File: config.mk
export PLATFORM = sky130hd
export DESIGN_NAME = dmi_responder_flat
export DESIGN_NICKNAME = d
export VERILOG_FILES = /design/src/rtl/dmi_responder_if.sv /design/src/rtl/dmi_responder.sv /design/src/flat_wrapper.sv
export SDC_FILE = /design/constraint.sdc
export NUM_CORES = 1
export LEC_CHECK = 0
export CORE_MARGIN = 3
export CORE_UTILIZATION = 45
export CTS_BUF_LIST = sky130_fd_sc_hd__clkbuf_8 sky130_fd_sc_hd__clkbuf_16
export DETAILED_ROUTE_END_ITERATION = 12
export PLACE_DENSITY_LB_ADDON = 0.12
export SLEW_MARGIN = 10
export SYNTH_ARGS = -nofsm -noshare
export SYNTH_HDL_FRONTEND = slang
export SYNTH_SLANG_ARGS = --single-unit
File: constraint.sdc
create_clock -name clk_i -period 5 [get_ports clk_i]
set_input_delay 1 -clock clk_i [delete_from_list [all_inputs] [get_ports clk_i]]
set_output_delay 1 -clock clk_i [all_outputs]
set_load 0.05 [all_outputs]
File: src/rtl/dmi_responder_if.sv
// DMI request/response handshake bundle.
// Signal names follow the responder's view (_i into it, _o out of it).
interface dmi_responder_if #(
  parameter int ABITS = 7
);
  logic [ABITS+33:0] dmi_req_i;
  logic              dmi_req_valid_i;
  logic              dmi_req_ready_o;
  logic [33:0]       dmi_resp_o;
  logic              dmi_resp_valid_o;
  logic              dmi_resp_ready_i;

  modport master (
    output dmi_req_i,
    output dmi_req_valid_i,
    input  dmi_req_ready_o,
    input  dmi_resp_o,
    input  dmi_resp_valid_o,
    output dmi_resp_ready_i
  );

  modport slave (
    input  dmi_req_i,
    input  dmi_req_valid_i,
    output dmi_req_ready_o,
    output dmi_resp_o,
    output dmi_resp_valid_o,
    input  dmi_resp_ready_i
  );
endinterface

File: src/rtl/dmi_responder.sv
// Debug module register responder behind a one-deep DMI response buffer.
// Optional program buffer at 0x20/0x21: define DMI_RESPONDER_PROGBUF_EN.
module dmi_responder #(
  parameter int ABITS = 7
) (
  input  logic             clk_i,
  input  logic             rst_i,
  dmi_responder_if.slave   dmi,
  input  logic             halted_i,
  input  logic             cmd_busy_i,
  output logic             dmactive_o,
  output logic             ndmreset_o,
  output logic             haltreq_o,
  output logic             resumereq_o
);

  localparam logic [0:0] EMPTY = 1'b0;
  localparam logic [0:0] FULL  = 1'b1;

  localparam logic [1:0] OP_NOP = 2'd0;
  localparam logic [1:0] OP_RD  = 2'd1;
  localparam logic [1:0] OP_WR  = 2'd2;

  localparam logic [1:0] RSP_OK   = 2'd0;
  localparam logic [1:0] RSP_FAIL = 2'd2;
  localparam logic [1:0] RSP_BUSY = 2'd3;

  localparam logic [ABITS-1:0] A_DATA0 = ABITS'('h04);
  localparam logic [ABITS-1:0] A_DATA1 = ABITS'('h05);
  localparam logic [ABITS-1:0] A_CTL   = ABITS'('h10);
  localparam logic [ABITS-1:0] A_STS   = ABITS'('h11);
  localparam logic [ABITS-1:0] A_PB0   = ABITS'('h20);
  localparam logic [ABITS-1:0] A_PB1   = ABITS'('h21);

  logic [0:0]  state_q, state_d;
  logic [33:0] resp_q, resp_d;
  logic [31:0] data0_q, data0_d;
  logic [31:0] data1_q, data1_d;
  logic [31:0] pb0_q, pb0_d;
  logic [31:0] pb1_q, pb1_d;
  logic        dmact_q, dmact_d;
  logic        ndm_q, ndm_d;
  logic        halt_q, halt_d;
  logic        resume_q, resume_d;

  logic [ABITS-1:0] addr;
  logic [31:0]      wdata;
  logic [1:0]       op;
  logic             accept, drain;
  logic             hit_d0, hit_d1, hit_ctl, hit_sts;
  logic             hit_pb0, hit_pb1, hit_rw;
  logic [31:0]      status, ctl_rd;
  logic [31:0]      rsp_data;
  logic [1:0]       rsp_code;

  assign addr  = dmi.dmi_req_i[ABITS+33:34];
  assign wdata = dmi.dmi_req_i[33:2];
  assign op    = dmi.dmi_req_i[1:0];

  assign dmi.dmi_req_ready_o  = (state_q == EMPTY) | dmi.dmi_resp_ready_i;
  assign dmi.dmi_resp_valid_o = (state_q == FULL);
  assign dmi.dmi_resp_o       = resp_q;

  assign accept = dmi.dmi_req_valid_i & dmi.dmi_req_ready_o;
  assign drain  = dmi.dmi_resp_valid_o & dmi.dmi_resp_ready_i;

  assign hit_d0  = (addr == A_DATA0);
  assign hit_d1  = (addr == A_DATA1);
  assign hit_ctl = (addr == A_CTL);
  assign hit_sts = (addr == A_STS);
`ifdef DMI_RESPONDER_PROGBUF_EN
  assign hit_pb0 = (addr == A_PB0);
  assign hit_pb1 = (addr == A_PB1);
`else
  assign hit_pb0 = 1'b0;
  assign hit_pb1 = 1'b0;
`endif
  assign hit_rw = hit_d0 | hit_d1 | hit_pb0 | hit_pb1;

  assign status = {20'b0, ~halted_i, ~halted_i, halted_i, halted_i,
                   1'b1, 3'b0, 4'd2};
  assign ctl_rd = {halt_q, 29'b0, ndm_q, dmact_q};

  assign dmactive_o  = dmact_q;
  assign ndmreset_o  = ndm_q;
  assign haltreq_o   = halt_q;
  assign resumereq_o = resume_q;

  // Decode the offered request into a response and register updates.
  always_comb begin
    rsp_data = '0;
    rsp_code = RSP_OK;
    data0_d  = data0_q;
    data1_d  = data1_q;
    pb0_d    = pb0_q;
    pb1_d    = pb1_q;
    dmact_d  = dmact_q;
    ndm_d    = ndm_q;
    halt_d   = halt_q;
    resume_d = 1'b0;
    if (op == OP_NOP) begin
      rsp_code = RSP_OK;
    end else if (op == OP_RD) begin
      unique case (1'b1)
        hit_d0:  rsp_data = data0_q;
        hit_d1:  rsp_data = data1_q;
        hit_pb0: rsp_data = pb0_q;
        hit_pb1: rsp_data = pb1_q;
        hit_ctl: rsp_data = ctl_rd;
        hit_sts: rsp_data = status;
        default: rsp_data = '0;
      endcase
      if (hit_rw && cmd_busy_i) rsp_code = RSP_BUSY;
    end else if (op == OP_WR) begin
      if (hit_sts) begin
        rsp_code = RSP_FAIL;
      end else if (hit_ctl) begin
        if (accept) begin
          if (!wdata[0]) begin
            dmact_d = 1'b0;
            ndm_d   = 1'b0;
            halt_d  = 1'b0;
            data0_d = '0;
            data1_d = '0;
            pb0_d   = '0;
            pb1_d   = '0;
          end else begin
            dmact_d  = 1'b1;
            ndm_d    = wdata[1];
            halt_d   = wdata[31];
            resume_d = wdata[30];
          end
        end
      end else if (hit_rw && dmact_q) begin
        if (cmd_busy_i) begin
          rsp_code = RSP_BUSY;
        end else if (accept) begin
          unique case (1'b1)
            hit_d0:  data0_d = wdata;
            hit_d1:  data1_d = wdata;
            hit_pb0: pb0_d   = wdata;
            hit_pb1: pb1_d   = wdata;
            default: ;
          endcase
        end
      end
    end else begin
      rsp_code = RSP_FAIL;
    end
  end

  // Response buffer occupancy and contents.
  always_comb begin
    state_d = state_q;
    resp_d  = resp_q;
    if (accept) begin
      state_d = FULL;
      resp_d  = {rsp_data, rsp_code};
    end else if (drain) begin
      state_d = EMPTY;
    end
  end

  // State and register file update; reset drops any held response.
  always_ff @(posedge clk_i or posedge rst_i) begin
    if (rst_i) begin
      state_q  <= EMPTY;
      resp_q   <= '0;
      data0_q  <= '0;
      data1_q  <= '0;
      pb0_q    <= '0;
      pb1_q    <= '0;
      dmact_q  <= 1'b0;
      ndm_q    <= 1'b0;
      halt_q   <= 1'b0;
      resume_q <= 1'b0;
    end else begin
      state_q  <= state_d;
      resp_q   <= resp_d;
      data0_q  <= data0_d;
      data1_q  <= data1_d;
      pb0_q    <= pb0_d;
      pb1_q    <= pb1_d;
      dmact_q  <= dmact_d;
      ndm_q    <= ndm_d;
      halt_q   <= halt_d;
      resume_q <= resume_d;
    end
  end

endmodule
File: src/flat_wrapper.sv
// flat-port wrapper written by rule: the top's interface ports become plain ports
module dmi_responder_flat 
#(
  parameter int ABITS = 7
)
  (clk_i, rst_i, halted_i, cmd_busy_i, dmactive_o, ndmreset_o, haltreq_o, resumereq_o, dmi_dmi_req_i, dmi_dmi_req_valid_i, dmi_dmi_req_ready_o, dmi_dmi_resp_o, dmi_dmi_resp_valid_o, dmi_dmi_resp_ready_i);
  dmi_responder_if #(.ABITS(ABITS)) dmi_i ();
  input  logic clk_i;
  input  logic rst_i;
  input  logic halted_i;
  input  logic cmd_busy_i;
  output logic dmactive_o;
  output logic ndmreset_o;
  output logic haltreq_o;
  output logic resumereq_o;
  input wire logic [$bits(dmi_i.dmi_req_i)-1:0] dmi_dmi_req_i;
  input wire logic [$bits(dmi_i.dmi_req_valid_i)-1:0] dmi_dmi_req_valid_i;
  output wire logic [$bits(dmi_i.dmi_req_ready_o)-1:0] dmi_dmi_req_ready_o;
  output wire logic [$bits(dmi_i.dmi_resp_o)-1:0] dmi_dmi_resp_o;
  output wire logic [$bits(dmi_i.dmi_resp_valid_o)-1:0] dmi_dmi_resp_valid_o;
  input wire logic [$bits(dmi_i.dmi_resp_ready_i)-1:0] dmi_dmi_resp_ready_i;
  assign dmi_i.dmi_req_i = dmi_dmi_req_i;
  assign dmi_i.dmi_req_valid_i = dmi_dmi_req_valid_i;
  assign dmi_dmi_req_ready_o = dmi_i.dmi_req_ready_o;
  assign dmi_dmi_resp_o = dmi_i.dmi_resp_o;
  assign dmi_dmi_resp_valid_o = dmi_i.dmi_resp_valid_o;
  assign dmi_i.dmi_resp_ready_i = dmi_dmi_resp_ready_i;
  dmi_responder #(.ABITS(ABITS)) u_core (.clk_i(clk_i), .rst_i(rst_i), .dmi(dmi_i), .halted_i(halted_i), .cmd_busy_i(cmd_busy_i), .dmactive_o(dmactive_o), .ndmreset_o(ndmreset_o), .haltreq_o(haltreq_o), .resumereq_o(resumereq_o));
endmodule
* After elaboration in Yosys (flattened, before gate mapping) *
Index checks and enable logic that the tools add are counted.

operators by class
  bitwise logic cells = 9
  reductions and logical operators = 10
  equal/unequal tests = 8
  multiplexer cells = 35

operators by type and width
  kind                  count
  $mux W32              14
  $pmux W32 S4          1
  $reduce_and A9 Y1     2
  $mux W2               8
  $eq A7 B3 Y1 const B  2
  $eq A7 B5 Y1 const B  2
  $mux W1               12
  $reduce_bool A2 Y1    4
  $reduce_and A6 Y1     1
  $not A1 Y1            5
  $and A1 B1 Y1         2
  $eq A2 B1 Y1 const B  1
  $eq A2 B2 Y1 const B  1
  $logic_and A1 B1 Y1   2
  $logic_not A2 Y1      1
  $ne A2 B1 Y1 const B  1
  $ne A2 B2 Y1 const B  1
  $or A1 B1 Y1          2

storage, ports and cells
  input port bits = 47
  logic and storage cells = 70
  flip-flop bits (word level) = 103
  output and inout bits = 40

* Logic depth before layout (Yosys ltp) *
Gate-level depths: netlist (run 1).

  word-level depth = 9
  gate-level depth with buffers = 8
  mapped depth without buffers = 5

* Least setup slack after synthesis (run 1) *
No wires, ideal clock.

  path type = input to register
  from = input port dmi_dmi_resp_ready_i
  to = register u_core.data1_q[0]
  stages on the path = 7
  library setup time = 121 ps
  data arrival time = 2475 ps
  required time = 4879 ps
  buffers on the path = 3
  setup slack = 2404 ps
  cell sequence = nand2b_1 -> and3_1 -> clkbuf_1 -> and3_1 -> buf_6 -> buf_6 -> a22o_1

between the ends
  word-level cells in the longest chain between the ends = 3

ends and longest elaborated chain
  item                         line                  source
  from (decl)                  flat_wrapper.sv:21    input wire logic [$bits(dmi_i.dmi_resp_ready_i)-1:0] dmi_dmi_resp_ready_i;
  $or A1 B1 Y1                 dmi_responder.sv:60   assign dmi.dmi_req_ready_o = (state_q == EMPTY) | dmi.dmi_resp_ready_i;
  $and A1 B1 Y1                dmi_responder.sv:64   assign accept = dmi.dmi_req_valid_i & dmi.dmi_req_ready_o;
  $reduce_and A9 Y1 (no line)  n/a
  to (signal assigned)         dmi_responder.sv:181  data1_q <= data1_d;
  to (decl)                    dmi_responder.sv:38   logic [31:0] data1_q, data1_d;

No other way between the ends.
A chain may end at the register's enable or synchronous reset.

* Worst setup path in the final report (run 1) *
  from = input port dmi_dmi_resp_ready_i
  to = output port dmi_dmi_req_ready_o

between the ends
  word-level cells in the longest chain between the ends = 1

ends and longest elaborated chain
  item          line                 source
  $or A1 B1 Y1  dmi_responder.sv:60
  to (decl)     flat_wrapper.sv:18   output wire logic [$bits(dmi_i.dmi_req_ready_o)-1:0] dmi_dmi_req_ready_o;

No other way between the ends.

==> metrics.md, run 1 <==
| Metric | Value |
|---|---|
| Status | `finished, final reports clean` |
| PD cells | `about 260 nW/um2` |
| Synth area leader | `dfrtp_1` |
| Dpl hpwl | `just under 7000 um` |
| Die height | `approximately 110 um` |
| Num CTS Buffers | `9` |
| Synthesized area | `~4500 um2` |
| Initial Util | `47.6%` |
| Die area | `between 10,000 and 15,000 um2` |
| First-pass GRT wire length | `17,300 um` |
| Clk root buf | `clkbuf_8` |
| Post-cts hold buffer count | `0` |
| Clock skew | `0.0101 ns` |
| Post-CTS Setup Bufs | `0` |
| Buf+Inv Stages, Crit Path | `2` |
| CP delay by family, top | `buffers and inverters` |
| CTS tree | `done` |
| Yosys top cell area share | `between 50 and 60%` |
| Vias in the first global route | `about 3,300` |
| Mean Syn Cell Area | `approximately 11 um2` |
| Syn Nets | `approximately 450` |
| CTS H-tree lvls | `3` |
| Grt total ovfl | `0` |
| CP required | `approximately 4 ns` |
| FP Rows | `35` |
| Core area | `9460 um2` |
| Largest net degree at the start of global routing | `77` |
| Cts repair resizes | `0` |
| Commonest cells post-synth | `dfrtp_1 (103), nand2_1 (71), mux2i_1 (56), a22o_1 (34), inv_1 (34)` |
| Synthesized flop and latch total | `approximately 100` |
| 1st-iter DRT viols | `about 150` |
| Async SR Flop Fraction | `100%` |
| Tcrit/Tclk final | `between 60% and 70%` |
| CP arrival | `approximately 2.5 ns` |
| Slew HR | `37.7%` |
| Post-synthesis sequential area ratio | `between 50% and 60%` |
| CP dominant cell by count | `clkdlybuf4s50_1` |
| MaxCap Viol Count | `0` |
| DRT Pass-1 Iters | `4` |
| Antenna-violating nets left | `0` |
| Layout area overhead | `24.9%` |
| Total Wirelength | `roughly 10,000 um` |
| Synth Instances | `around 410` |
| Fmax | `approximately 290 MHz` |
| Setup slack, reg-to-reg | `~2.7 ns` |
| Critical path capture point type | `primary output` |
| Vias per cell | `~5.2` |
| Longest Clk Path Bufs | `2` |
| # DRC | `0` |
| Fin. Hold Viols | `0` |
| Finished Layout Cells | `roughly 620` |
| Crit-path slowest cell | `clkdlybuf4s50_1` |
| GRT Resource Usage Total | `between 10% and 20%` |
| Antenna violations before repair | `0` |
| # IOs | `87` |
| Ranking of synthesized cells by area | `dfrtp_1 (57%), mux2i_1 (12%), a22o_1 (6.6%), nand2_1 (5.9%), o21ai_0 (3.1%)` |
| RSZ-0062 raised after global routing | `no` |
| Routed len/inst | `between 15 and 20 um` |
| Routability cong. | `0.822` |
| Via count | `3,232` |
| Net count, final | `between 500 and 600` |
| Worst vdd ir | `roughly 120 uV` |
| IO Port Bufs | `between 80 and 90` |
| Lkg Pwr | `2.94 nW` |
| CTS Sinks | `between 100 and 150` |
| Slew Viols, Final | `0` |
| Crit Path Class | `in -> out` |
| CP peak stage delay | `about 0.84 ns` |
| Yosys cell types | `30` |
| Final TNS setup | `0 ns` |
| Post-synth EDFFs | `0` |
| Share of cells above drive strength 1 | `around 6.1%` |
| Predominant post-synthesis flop cell | `dfrtp_1` |
| Antenna Cells | `0` |
| Crit path time final | `around 3.5 ns` |
| Synth warn | `0` |
| Worst skew pair latency | `about 0.37 ns` |
| Crit-path max FO | `6` |
| Slew @ Worst Pin | `0.935 ns` |
| CP Launch Type | `primary input` |
| Crit-path cells | `clkdlybuf4s50_1 > nand2b_1 > clkdlybuf4s50_1` |
| Setup violations, final | `0` |
| Cells after DPL | `approximately 600` |
| Count leader, synth | `dfrtp_1` |
| Hold Path Class | `reg -> reg` |
| Clk slew on worst S/H paths | `~0.10 ns` |
| Die width | `about 110 um` |
metal layers:
metal	wire (um)	global-route usage, %
met1	5120	28.9
met2	4740	29.5
met3	400	3.10
met4	90	5.46
met5	0	0
registers in the layout, summed over array words and instances, names as in the netlist:
name / cells
u_core.data1_q: 32
u_core.dmi.dmi_resp_o: 34
u_core.resumereq_o: 1
u_core.ndmreset_o: 1
u_core.dmactive_o: 1
u_core.dmi.dmi_resp_valid_o: 1
u_core.data0_q: 32
u_core.haltreq_o: 1
tightest hold or removal path: stages (launching register included):
cell,delay (ns)
dfrtp_1,0.35
nand2_1,0.04
o21ai_0,0.06
power by group:
group,switching (mW),internal [mW],leakage (nW)
combinational,0.0712,0.0552,1.58
sequential,0.00334,0.838,1.27
clock,0.304,0.188,0.0959
path summary, 6_finish.rpt:
check                                            start                   endpoint  cells after the start
hold reg to reg              u_core.dmi.dmi_resp_o[15]  u_core.dmi.dmi_resp_o[15]                      2
min in group asynchronous                        rst_i  u_core.dmi.dmi_resp_o[17]                      2
setup reg to reg           u_core.dmi.dmi_resp_valid_o         u_core.data0_q[17]                      5
hold / removal               u_core.dmi.dmi_resp_o[15]  u_core.dmi.dmi_resp_o[15]                      2
max in group asynchronous                        rst_i          u_core.data0_q[1]                      3
setup / recovery                  dmi_dmi_resp_ready_i        dmi_dmi_req_ready_o                      3
cell usage in the layout (no fill, tap or decap), types with 2 or more instances in the layout:
master           count
dfrtp_1            103
clkdlybuf4s50_1     85
nand2_1             71
mux2i_1             56
a22o_1              34
inv_1               33
o21ai_0             28
nor2_1               9
a21oi_1              9
clkbuf_8             9
buf_4                8
nand3_1              7
a221o_1              6
nor2b_1              4
and2_1               3
nand2b_1             3
and3_1               2
a311oi_1             2
a22oi_1              2
clkinv_4             2
inv_6                2
clkinv_2             2
cells by family (layout without fill, tap and decap cells):
logic type      after synthesis  in the layout  synth area share [%]
simple gates                103            103                  10.3
flops                       103            103                  57.3
compound gates               85             85                  13.6
xor+xnor                      1              1                 0.195
mux                          57             57                  12.7
buf+inv                      58            144                  5.98
area by class of cell:
cell class                      count  area [um2]
Clock buffer                        9         124
Multi-Input combinational cell    246        1650
Inverter                           34         130
Clock inverter                      7        56.3
Fill cell                         824        3840
Timing Repair Buffer               94         916
Tap cell                          129         161
Sequential cell                   103        2580
stage by stage:
step	area, um2	hold WS (ns)	utilization (%)	total power [mW]	worst slack, ns
2_1_floorplan	4500	0.473	-	0.918	1.30
3_3_place_gp	5440	0.460	57.5	0.985	1.40
3_5_place_dp	5440	0.469	57.5	0.986	1.35
4_1_cts	5620	0.491	59.4	1.48	1.52
5_1_grt	5620	0.524	59.4	1.52	1.44
6_report	5620	0.484	59.4	1.46	1.52
No activity file was read; power rests on OpenSTA's default activity.
==> run 2: changes to the inputs <==
Clock period 5 ns to 3.01 ns, I/O delays scaled along.
==> run 2 against run 1 <==
First-iteration DRC count down 6.8%. Clock-buffer cell count unchanged. Routed wire length up 1.6%. Via count up 3.1%. Setup slack worse by 0.81 ns. Core utilization up 1.2 points. Critical endpoint is now dmactive_o. Largest power group unchanged.
==> metrics.md, run 2 (synthesis results as in run 1) <==
| Metric | Value |
|---|---|
| Reg2reg end | `u_core.dmi.dmi_resp_o[29] (was u_core.data0_q[17])` |
| Fmax | `435 MHz` |
| Crit-path max FO | `7 (was 6)` |
| CTS H-tree lvls | `3 (unchanged)` |
| Share of cells above drive strength 1 | `7.60% (was 6.09%)` |
| Setup slack, reg-to-reg | `1.27 ns (was 2.71 ns)` |
| Commonest non-fill, non-tap cells in the layout | `dfrtp_1 (103), clkdlybuf4s50_1 (84), nand2_1 (71) (was dfrtp_1 (103), clkdlybuf4s50_1 (85), nand2_1 (71))` |
| Worst Reg-to-Reg Cells | `5 (unchanged)` |
| Worst hold slack | `0.484 ns (about the same)` |
| Crit-path cells | `clkdlybuf4s50_1 (was clkdlybuf4s50_1 > nand2b_1 > clkdlybuf4s50_1)` |
| Largest register FFs | `34 (unchanged)` |
| Clk slew on worst S/H paths | `0.10 ns (about the same)` |
| CP arrival | `1.70 ns (was 2.48 ns)` |
| CP delay by family, top | `buffers and inverters (unchanged)` |
| Final Util | `60.6% (was 59.4%)` |
| Setup violations, final | `0 (unchanged)` |
| Cts repair resizes | `0 (unchanged)` |
| Core area | `9460 um2 (unchanged)` |
| Antenna violations before repair | `0 (unchanged)` |
| Grt total ovfl | `0 (unchanged)` |
| IO Port Bufs | `86 (unchanged)` |
| Post-CTS Setup Bufs | `0 (unchanged)` |
| Total Wirelength | `10,500 um (was 10,400 um)` |
| Lkg Pwr | `3.00 nW (was 2.94 nW)` |
| Post-cts hold buffer count | `0 (unchanged)` |
| Fin area | `5730 um2 (was 5620 um2)` |
| Hold Path End | `u_core.dmi.dmi_resp_o[16] (was u_core.dmi.dmi_resp_o[15])` |
| Clk root buf | `clkbuf_8 (unchanged)` |
| Commonest non-fill, non-tap cell in the layout | `dfrtp_1 (unchanged)` |
| Hold Path Class | `reg -> reg (unchanged)` |
| Tcrit/Tclk final | `between 70% and 80%` |
| Vias per cell | `5.30 (was 5.20)` |
| Antenna-violating nets left | `0 (unchanged)` |
| Worst R2R Start | `u_core.dmi.dmi_resp_valid_o (unchanged)` |
| Worst vdd ir | `210 uV (was 119 uV)` |
| CTS tree | `done (unchanged)` |
| Routability cong. | `0.779 (was 0.822)` |
| Antenna Cells | `0 (unchanged)` |
| Sw Ratio | `24.8% (was 25.9%)` |
| Crit-path slowest cell | `clkdlybuf4s50_1 (unchanged)` |
| GRT Resource Usage Total | `20.0% (was 19.4%)` |
| First-pass GRT wire length | `17,900 um (was 17,300 um)` |
| Crit Path Class | `reg -> out (was in -> out)` |
| Clock power share | `35.6% (was 33.7%)` |
| Critical path capture point type | `primary output (unchanged)` |
| Slew Viols, Final | `0 (unchanged)` |
| Net count, final | `542 (was 535)` |
| Hold path start | `u_core.dmi.dmi_resp_o[16] (was u_core.dmi.dmi_resp_o[15])` |
| Dpl hpwl | `7100 um (was 6850 um)` |
| Internal | `1.88 mW (was 1.08 mW)` |
| Status | `finished, final reports clean (unchanged)` |
| Die area | `11,200 um2 (unchanged)` |
| Fin. Hold Viols | `0 (unchanged)` |
| Layout area overhead | `27.4% (was 24.9%)` |
| MaxCap Viol Count | `0 (unchanged)` |
| Routed len/inst | `16.7 um (was 16.6 um)` |
| # IOs | `87 (unchanged)` |
| # DRC | `0 (unchanged)` |
| 1st-iter DRT viols | `138 (was 148)` |
| Hold path depth | `2 (unchanged)` |
| RSZ-0062 raised after global routing | `no (unchanged)` |
| Initial Util | `47.6% (unchanged)` |
| PD cells | `437 nW/um2 (was 260 nW/um2)` |
| Vias in the first global route | `3,492 (was 3,325)` |
| Seq pwr share | `55.8% (was 57.6%)` |
| Crit path time final | `approximately 2.3 ns` |
| Combinational power share | `8.6% (was 8.7%)` |
| Fillers | `827 (was 824)` |
| Final TNS setup | `0 ns (unchanged)` |
| Buf+Inv Stages, Crit Path | `1 (was 2)` |
| Via count | `3,331 (was 3,232)` |
| Net Switching | `0.620 mW (was 0.378 mW)` |
| Worst skew pair latency | `0.36 ns (was 0.37 ns)` |
| Longest Clk Path Bufs | `2 (unchanged)` |
| CTS Sinks | `103 (unchanged)` |
| Slew HR | `61.5% (was 37.7%)` |
| Clock skew | `0.0118 ns (was 0.0101 ns)` |
| CP peak stage delay | `0.85 ns (was 0.84 ns)` |
| Final Worst Setup Slack | `0.709 ns (was 1.52 ns)` |
| Slew @ Worst Pin | `0.577 ns (was 0.935 ns)` |
| Num CTS Buffers | `9 (unchanged)` |
| Worst slack at placement | `0.437 ns (was 1.35 ns)` |
| CP Launch Type | `flip-flop (was primary input)` |
| Die width | `106 um (unchanged)` |
| Die height | `106 um (unchanged)` |
| CP required | `2.41 ns (was 4.00 ns)` |
| DRT Pass-1 Iters | `4 (unchanged)` |
| Post-DP Area | `5530 um2 (was 5440 um2)` |
| FP Rows | `35 (unchanged)` |
| Largest net degree at the start of global routing | `51 (was 77)` |
-- run 2: cell types whose count changed in the layout (fill, tap and decap cells not counted), sizes merged --
cell	before	now
clkdlybuf4s50	85	84
clkinvlp	0	1
bufinv	0	1
inv	37	35
buf	9	17
-- run 2: layer usage --
metal	global-route usage, %	wire (um)
met1	28.1	4900
met3	4.55	603
met5	0	0
met4	5.37	133
met2	31.4	4890
-- run 2: per-stage QoR --
stage          instances  power, mW
2_1_floorplan        407       1.53
3_3_place_gp         613       1.64
3_5_place_dp         613       1.64
4_1_cts              629       2.54
5_1_grt              629       2.61
6_report             629       2.50
-- run 2: how the worst max path moves through the flow --
stage | from | endpoint | slack [ns] | cells after the start
floorplan | u_core.dmi.dmi_resp_valid_o | u_core.data1_q[0] | 0.76 | 7
global placement | dmi_dmi_req_i[39] | u_core.dmi.dmi_resp_o[33] | 0.50 | 6
detailed placement | dmi_dmi_req_i[39] | u_core.dmi.dmi_resp_o[32] | 0.44 | 6
CTS | u_core.dmactive_o | dmactive_o | 0.70 | 1
global route | u_core.dmactive_o | dmactive_o | 0.63 | 1
finish | u_core.dmactive_o | dmactive_o | 0.71 | 1
-- run 2: final cells by class --
cell class                      count  area (um2)  area share (%)
Clock buffer                        9         124            2.16
Clock inverter                      7        82.6            1.44
Inverter                           34         131            2.29
Multi-Input combinational cell    246        1650            28.8
Sequential cell                   103        2580            45.0
Tap cell                          129         161            2.82
Timing Repair Buffer              101        1000            17.5
-- run 2: power groups by stage --
| stage | sequential [mW] | clock, mW | combinational [mW] |
|---|---|---|---|
| detailed placement | 1.42 | 0 | 0.217 |
| finish | 1.40 | 0.892 | 0.214 |
| global route | 1.40 | 0.975 | 0.236 |
| global placement | 1.42 | 0 | 0.214 |
| CTS | 1.40 | 0.921 | 0.218 |
| floorplan | 1.44 | 0 | 0.0873 |
==> run 3: changes to the inputs <==
Clock period 3.01 ns to 1.91 ns, I/O delays scaled along.
==> run 3 against run 2 <==
Global-route usage down 0.18 points. Non-clock buffer count up 22. Sequential power up 57%. Clock power up 45%.
==> metrics.md, run 3 (synthesis results as in run 1) <==
| Metric | Value |
|---|---|
| Status | `finished, final reports clean (unchanged)` |
| Core area | `9460 um2 (unchanged)` |
| Routed len/inst | `16.9 um (was 16.7 um)` |
| Crit Path Class | `in -> reg (was reg -> out)` |
| Num CTS Buffers | `9 (unchanged)` |
| Tcrit/Tclk final | `between 90% and 100%` |
| Post-cts hold buffer count | `0 (unchanged)` |
| Dpl hpwl | `7240 um (was 7100 um)` |
| Slew HR | `66.0% (was 61.5%)` |
| Reg2reg end | `u_core.haltreq_o (was u_core.dmi.dmi_resp_o[29])` |
| Crit-path slowest cell | `clkdlybuf4s50_1 (unchanged)` |
| Net count, final | `564 (was 542)` |
| # IOs | `87 (unchanged)` |
| Fin. Hold Viols | `0 (unchanged)` |
| Crit path time final | `around 1.9 ns` |
| Commonest non-fill, non-tap cells in the layout | `dfrtp_1 (102), nand2_1 (71), mux2i_1 (56) (was dfrtp_1 (103), clkdlybuf4s50_1 (84), nand2_1 (71))` |
| CP required | `2.20 ns (was 2.41 ns)` |
| PD cells | `641 nW/um2 (was 437 nW/um2)` |
| Slew Viols, Final | `0 (unchanged)` |
| Finished Layout Cells | `651 (was 629)` |
| GRT Resource Usage Total | `19.8% (was 20.0%)` |
| Worst R2R Start | `u_core.dmi.dmi_resp_valid_o (unchanged)` |
| Via count | `3,407 (was 3,331)` |
| MaxCap Viol Count | `0 (unchanged)` |
| CP Launch Type | `primary input (was flip-flop)` |
| Cells after DPL | `629 (was 613)` |
| Largest register FFs | `34 (unchanged)` |
| Antenna-violating nets left | `0 (unchanged)` |
| CP peak stage delay | `0.50 ns (was 0.85 ns)` |
| Total Wirelength | `11,000 um (was 10,500 um)` |
| Crit-path max FO | `10 (was 7)` |
| Clk root buf | `clkbuf_8 (unchanged)` |
| CTS Sinks | `103 (unchanged)` |
| Die height | `106 um (unchanged)` |
| Slew @ Worst Pin | `0.509 ns (was 0.577 ns)` |
| IO Port Bufs | `86 (unchanged)` |
| 1st-iter DRT viols | `158 (was 138)` |
| Routability cong. | `0.821 (was 0.779)` |
| FP Rows | `35 (unchanged)` |
| Largest net degree at the start of global routing | `51 (unchanged)` |
| Antenna Cells | `0 (unchanged)` |
| CP arrival | `2.18 ns (was 1.70 ns)` |
| Worst vdd ir | `442 uV (was 210 uV)` |
| Share of cells above drive strength 1 | `15.9% (was 7.60%)` |
| Grt total ovfl | `0 (unchanged)` |
| Hold Path Class | `in -> async (was reg -> reg)` |
| Setup slack, reg-to-reg | `0.35 ns (was 1.27 ns)` |
| Clock skew | `0.0136 ns (was 0.0118 ns)` |
| Lkg Pwr | `3.45 nW (was 3.00 nW)` |
| CTS tree | `done (unchanged)` |
| Layout area overhead | `33.8% (was 27.4%)` |
| Crit-path cells | `clkdlybuf4s50_1 > nor4_4 > buf_4 > and2_1 > o21ai_2 > and3_4 > clkbuf_16 > a22o_1 (was clkdlybuf4s50_1)` |
| First-pass GRT wire length | `17,900 um (about the same)` |
| Fillers | `787 (was 827)` |
| Antenna violations before repair | `0 (unchanged)` |
| Worst Reg-to-Reg Cells | `6 (was 5)` |
| Critical Path Source | `dmi_dmi_req_i[35] (was u_core.dmactive_o)` |
| Clk slew on worst S/H paths | `0.10 ns (about the same)` |
| Fmax | `roughly 530 MHz` |
| Vias in the first global route | `3,495 (was 3,492)` |
| Commonest non-fill, non-tap cell in the layout | `dfrtp_1 (unchanged)` |
| Initial Util | `47.6% (unchanged)` |
| DRT Pass-1 Iters | `4 (unchanged)` |
| Die area | `11,200 um2 (unchanged)` |
| Longest Clk Path Bufs | `2 (unchanged)` |
| # DRC | `0 (unchanged)` |
| Worst skew pair latency | `0.35 ns (was 0.36 ns)` |
| Worst hold slack | `0.311 ns (was 0.484 ns)` |
| Setup violations, final | `0 (unchanged)` |
| CTS H-tree lvls | `3 (unchanged)` |
| Die width | `106 um (unchanged)` |
| Critical path capture point type | `flip-flop (was primary output)` |
| Vias per cell | `5.23 (was 5.30)` |
## run 3: cell count changes in the layout (fill, tap and decap cells not counted), moves of 3 or more
| cell | change |
|---|---|
| buf_12 | +4 |
| dlygate4sd2_1 | +11 |
| dlymetal6s2s_1 | +12 |
| clkbuf_16 | +4 |
| clkdlybuf4s50_1 | -41 |
| buf_4 | +29 |
| buf_8 | +3 |
## run 3: stage by stage
step	setup TNS (ns)	instance area, um2	util (%)	total power [mW]	setup slack (ns)
2_1_floorplan	0	4510	-	2.40	0.0341
4_1_cts	0	5840	61.7	3.91	0.000234
3_5_place_dp	-31.73	5660	59.8	2.62	-0.400
5_1_grt	-0.268	6020	63.6	4.04	-0.0272
3_3_place_gp	-27.11	5660	59.8	2.61	-0.340
6_report	0	6020	63.6	3.86	0.0191
## run 3: power by group
group          internal, mW  switching, mW  leakage (nW)
clock                 0.532          0.754        0.0992
sequential             2.19        0.00794          1.27
combinational         0.174          0.195          2.08
total                  2.90          0.957          3.45
## run 3: what timing repair did
action,CTS,global route
pin swaps,1,2
setup endpoints to repair,28,63
buffers inserted,1,1
cloned,0,4
gates resized for setup,11,24
## run 3: final cells by class
| cell class | instances | area, um2 | area share [%] |
|---|---|---|---|
| repair buffers | 123 | 1280 | 21.3 |
| inverters | 34 | 131 | 2.18 |
| flip-flops and latches | 103 | 2580 | 42.8 |
| well taps | 129 | 161 | 2.68 |
| clock inverters | 6 | 51.3 | 0.852 |
| multi-input cells | 246 | 1680 | 27.9 |
| clock buffers | 10 | 138 | 2.29 |
## run 3: per-layer routing
layer	track usage, %	share of wire (%)	up-vias
met4	4.81	0.74	0
met3	3.34	4.8	8
li1	-	-	1627
met1	28.1	46	1677
met2	31.9	48	95
met5	0	0	-
## run 3: worst max-delay path, delay by kind of cell
| family | cells | cell delay [ns] |
|---|---|---|
| buf+inv | 3 | 0.84 |
| compound gates | 2 | 0.38 |
| simple gates | 3 | 0.56 |
## run 3: worst max path at each step
stage	slack (ns)	to	depth (start not counted)
final	0.02	u_core.data1_q[24]	8
after detailed placement	-0.40	u_core.data1_q[0]	7
after global placement	-0.34	u_core.data1_q[25]	7
after floorplan	0.03	u_core.data1_q[0]	7
after CTS	0.0002	dmi_dmi_resp_o[26]	1
after global routing	-0.03	u_core.data1_q[24]	8
